### src/rtl/rom_burst_reader.sv
// rom_burst_reader: synchronous lookup ROM with a burst read engine.
//
// A request (start address plus burst length minus one) is accepted on the
// req_valid/req_ready channel. The engine then streams consecutive ROM words
// on the out_valid/out_ready channel with backpressure. Addresses wrap modulo
// 2^ADDR_W. The first word appears one cycle after the request handshake.
//
// Parameters:
//   ADDR_W    address width, depth = 2^ADDR_W words
//   DATA_W    word width
//   LEN_W     burst length field width
//   INIT_FILE ROM image name; contents are mem[a] = (3*a + 1) mod 2^DATA_W
//
// Ports:
//   clk        clock, rising edge
//   rst        synchronous active-high reset
//   req_valid  request present
//   req_ready  engine idle and able to accept a request
//   req_addr   burst start address
//   req_len    burst length minus one
//   out_valid  out_data holds a valid word
//   out_ready  consumer accepts the word
//   out_data   ROM word (0 when out_valid is low)
//   out_last   final word of the burst
//   out_par    even parity of out_data (only with ROM_PARITY_EN defined)
//   busy       a burst is in progress
//
// Optional feature macro: ROM_PARITY_EN adds the registered out_par output.

module rom_burst_reader #(
  parameter int unsigned ADDR_W    = 4,
  parameter int unsigned DATA_W    = 8,
  parameter int unsigned LEN_W     = 4,
  parameter string       INIT_FILE = ""
) (
  input  logic              clk,
  input  logic              rst,
  input  logic              req_valid,
  output logic              req_ready,
  input  logic [ADDR_W-1:0] req_addr,
  input  logic [LEN_W-1:0]  req_len,
  output logic              out_valid,
  input  logic              out_ready,
  output logic [DATA_W-1:0] out_data,
  output logic              out_last,
`ifdef ROM_PARITY_EN
  output logic              out_par,
`endif
  output logic              busy
);

  typedef enum logic [0:0] {StIdle, StStream} state_e;

  state_e            state_q, state_d;
  logic [ADDR_W-1:0] cur_q, cur_d;
  logic [LEN_W-1:0]  rem_q, rem_d;
  logic [DATA_W-1:0] data_q, data_d;

  // ROM read port: in IDLE it looks up the requested start address, in STREAM
  // it looks ahead to the next word so the output register can load it on the
  // same edge as the beat handshake.
  logic [ADDR_W-1:0] rd_addr;
  logic [DATA_W-1:0] rd_data;

  always_comb begin
    rd_addr = (state_q == StIdle) ? req_addr : cur_q + ADDR_W'(1);
  end

  assign rd_data = DATA_W'(32'(rd_addr) * 32'd3 + 32'd1);

  // Next-state and datapath
  always_comb begin
    state_d = state_q;
    cur_d   = cur_q;
    rem_d   = rem_q;
    data_d  = data_q;
    unique case (state_q)
      StIdle: begin
        if (req_valid) begin
          cur_d   = req_addr;
          rem_d   = req_len;
          data_d  = rd_data;
          state_d = StStream;
        end
      end
      StStream: begin
        if (out_ready) begin
          if (rem_q == '0) begin
            // Clear the word so out_data reads 0 while idle.
            data_d  = '0;
            state_d = StIdle;
          end else begin
            cur_d  = cur_q + ADDR_W'(1);
            rem_d  = rem_q - LEN_W'(1);
            data_d = rd_data;
          end
        end
      end
      default: state_d = StIdle;
    endcase
  end

  always_ff @(posedge clk) begin
    if (rst) begin
      state_q <= StIdle;
      cur_q   <= '0;
      rem_q   <= '0;
      data_q  <= '0;
    end else begin
      state_q <= state_d;
      cur_q   <= cur_d;
      rem_q   <= rem_d;
      data_q  <= data_d;
    end
  end

`ifdef ROM_PARITY_EN
  logic par_q, par_d;

  // Parity travels with the word so it always matches out_data.
  always_comb begin
    par_d = ^data_d;
  end

  always_ff @(posedge clk) begin
    if (rst) begin
      par_q <= 1'b0;
    end else begin
      par_q <= par_d;
    end
  end

  assign out_par = par_q;
`endif

  assign req_ready = (state_q == StIdle);
  assign out_valid = (state_q == StStream);
  assign busy      = (state_q == StStream);
  assign out_last  = (state_q == StStream) && (rem_q == '0);
  assign out_data  = data_q;

endmodule

### config.mk
export PLATFORM = sky130hd
export DESIGN_NAME = rom_burst_reader
export DESIGN_NICKNAME = d
export VERILOG_FILES = /design/src/rtl/rom_burst_reader.sv
export SDC_FILE = /design/constraint.sdc
export NUM_CORES = 1
export LEC_CHECK = 0
export ABC_AREA = 1
export ABC_CLOCK_PERIOD_IN_PS = 2450
export BUFFER_PORTS_ARGS = -buffer_cell sky130_fd_sc_hd__buf_2
export CAP_MARGIN = 20
export CORE_MARGIN = 2
export CORE_UTILIZATION = 25
export DETAILED_ROUTE_END_ITERATION = 7
export GPL_TIMING_DRIVEN = 1
export PLACE_DENSITY = 0.49
export SLEW_MARGIN = 20
export SYNTH_ARGS = -nofsm -noshare
export SYNTH_HDL_FRONTEND = slang
export SYNTH_SLANG_ARGS = --single-unit
export TNS_END_PERCENT = 1
### constraint.sdc
create_clock -name clk -period 2.45 [get_ports clk]
set_input_delay 0.3675 -clock clk [delete_from_list [all_inputs] [get_ports clk]]
set_output_delay 0.3675 -clock clk [all_outputs]
set_load 0.03 [all_outputs]
==> results.toml <==
[outcome]
result_of_the_run = "complete, no violations"

[cts]
clkTransAtPathRegs_ns = 0.06
cts_post_setup_buffers_inserted = 0
cts_num_sinks = 15
cts_made_buffers = 3
htreeDepth = 1
cts_tree = "built"
clock_tree.buffer_depth = 2
cts_hold_buf = 0
postCtsResizedCells = 0
cts_root_buffer = "clkbuf_8"
clock_insertion_delay_worst_skew_ns = 0.25

[setup_path]
critical_path_arrival_ns = 2.19
r2r.worst_path.cells = 11
critical_path_peak_fanout = 15
critPathLaunchType = "flip-flop"
critical_path.endpoint_type = "flip-flop"
worstReg2RegEnd = "out_data[3]"
worst_path_max_delay_cell = "dfxtp_1"
reg2reg_setup_slack_ns = 0.40
endpoint = "out_data[3]"
critical-path-max-stage-delay_ns = 0.61
required_ns = 2.59
worstPathCellList = "inv_2 -> o21ai_2 -> inv_1 -> ha_1 -> inv_1 -> nor2_2 -> nand3_2 -> nand2_1 -> nand2_1 -> nand3_2 -> a21oi_2"
worstSetupStartpoint = "busy"
timing_worst_setup_path_type = "reg -> reg"
r2r-start = "busy"

[yosys]
post_synth_inst_count = 142
synthesis.yosys.warnings = 0
synthesis.area_um2 = 1010
synthesis.area_per_instance_um2 = 7.14
synth_cell_types = 29
synth-seq-cells = 15
synth.yosys.seq_area_share_pct = 29.6

[sta]
finalCriticalPeriod_ns = 2.05
final_min_period_over_clock_period_pct = 83.5
sum_neg_setup_slack_ns = 0
hold_viol = 0
finalSetupViolations = 0
drv_slew = 0
fmax_mhz = 489
whs_ns = 0.381
worst_clock_skew_ns = 0.00272
rsz_0062_raised_after_global_routing = "no"

[cells_and_area]
multi_input_area_um2 = 561
fillCellCount = 445
fin_nets = 180
final_design_area_no_fill_um2 = 1180
area_growth_pct = 16.4
diodes = 0
final_layout_size_suffix_gt1_share_pct = 25.3
register_area_um2 = 300

[grt]
grt_remaining_overflow = 0
grt_start_max_net_pins = 16
first_global_vias = 857
global_route.usage.total_pct = 11.3
grt_antenna_before_repair = 0
grt_first_pass_wirelength_um = 3820

[drt]
drt_drc_violations_left = 0
drt-wirelength-per-cell_um = 10.6
routed_wirelength_um = 2250
dr_total_vias = 905
final_antenna_net_count = 0
drt-vias-per-instance = 4.27
drt_iter0_markers = 39
drtPass1Iterations = 4

[floorplan]
dieHeight_um = 67.7
placement_rows = 23
design.die.area_um2 = 4580
dieWidth_um = 67.7
initial_core_util_pct = 25.7
fp.coreArea_um2 = 3940
top_level_ports = 24

[place]
hpwlAfterDp_um = 1740
post_dp_cell_area_um2 = 1130
gp_congestion = 0.797
buffer_ports.inserted = 21

[worst_hold_path]
worst_hold_path_cells = 3
hold_class = "in -> reg"

[power]
leakagePower_nw = 0.590
max-vdd-ir-drop_mv = 0.365
power_per_cell_area_nw_per_um2 = 702

[flow_run]
drv.max_cap_violation_count = 0
## where the power goes
part           switching (W)  total, W  internal [W]
logic               0.000204  0.000316      0.000111
registers          0.0000289  0.000306      0.000277
clock network      0.0000915  0.000207      0.000115
## cell type report
type | instances | area share [%]
well taps | 50 | 5.30
multi-input cells | 95 | 47.5
repair buffers | 22 | 9.54
flip-flops and latches | 15 | 25.5
clock buffers | 4 | 3.82
inverters | 26 | 8.38
## cells in the mapped netlist (all sizes together)
library cell   n  share of area (%)
nand2         32                 16
inv           25                9.3
dfxtp         15                 30
nand3         13                7.9
nor2          11                4.3
o21ai         10                5.3
a21oi          9                4.8
buf            7                5.7
ha             5                6.2
a211oi         3                2.2
a31oi          2                1.2
nor3           2               0.99
a32oi          1                1.6
clkinv         1               0.49
conb           1               0.37
nand4          1               0.62
o211ai         1               0.74
or2            1               0.62
xnor2          1               0.86
xor2           1               0.86
## worst max-delay path, delay by kind of cell, from the launching register on
kind / cells / cell delay [ns]
flops: 1 / 0.61
buf+inv: 3 / 0.30
fa+ha+maj: 1 / 0.29
compound gates: 2 / 0.30
simple gates: 5 / 0.43
## sequential cells by signal, summed over array words and instances, names as in the netlist
signal    flops
cur_q         4
rem_q         4
busy          1
out_data      6
## cells in the final DEF (no fill, tap or decap), drive strengths merged
cell,n
a21oi,9
nand2,32
dfxtp,15
xor2,1
or2,1
clkbuf,4
ha,5
o21ai,10
a211oi,3
nor2,11
nor3,2
o211ai,1
clkinv,1
inv,25
xnor2,1
buf,22
a32oi,1
conb,2
a31oi,2
nand3,13
nand4,1
## logic make-up (layout without fill, tap and decap cells)
logic type	count (synthesis)	count (layout)	synth area share, %
xor+xnor	2	2	1.73
buf+inv	33	52	15.4
fa+ha+maj	5	5	6.17
compound gates	26	26	15.9
other cells	1	2	0.370
simple gates	60	60	30.7
flops	15	15	29.6
## worst min-delay path by stage
stage          slack [ns]         from     endpoint
3_3_place_gp         0.45  out_data[2]  out_data[2]
4_1_cts              0.37   req_len[0]     rem_q[0]
3_5_place_dp         0.45  out_data[2]  out_data[2]
5_1_grt              0.37   req_len[0]     rem_q[0]
6_report             0.38   req_len[0]     rem_q[0]
2_1_floorplan        0.46     rem_q[1]     rem_q[1]
## routing by layer
metal  track usage (%)  wire [um]
met2              18.1       1060
met3              4.50        132
met5                 0          0
met4              2.30         17
met1              14.2       1040
## per-stage QoR
step	utilization (%)	setup WS [ns]	cells	total power [W]
after global routing	29.9	0.173	212	0.000899
final	29.9	0.405	212	0.000828
after floorplan	-	0.511	143	0.000567
after CTS	29.9	0.392	212	0.000841
after detailed placement	28.8	0.412	208	0.000628
after global placement	28.8	0.493	208	0.000629
Power figures use the tool's default switching activity.
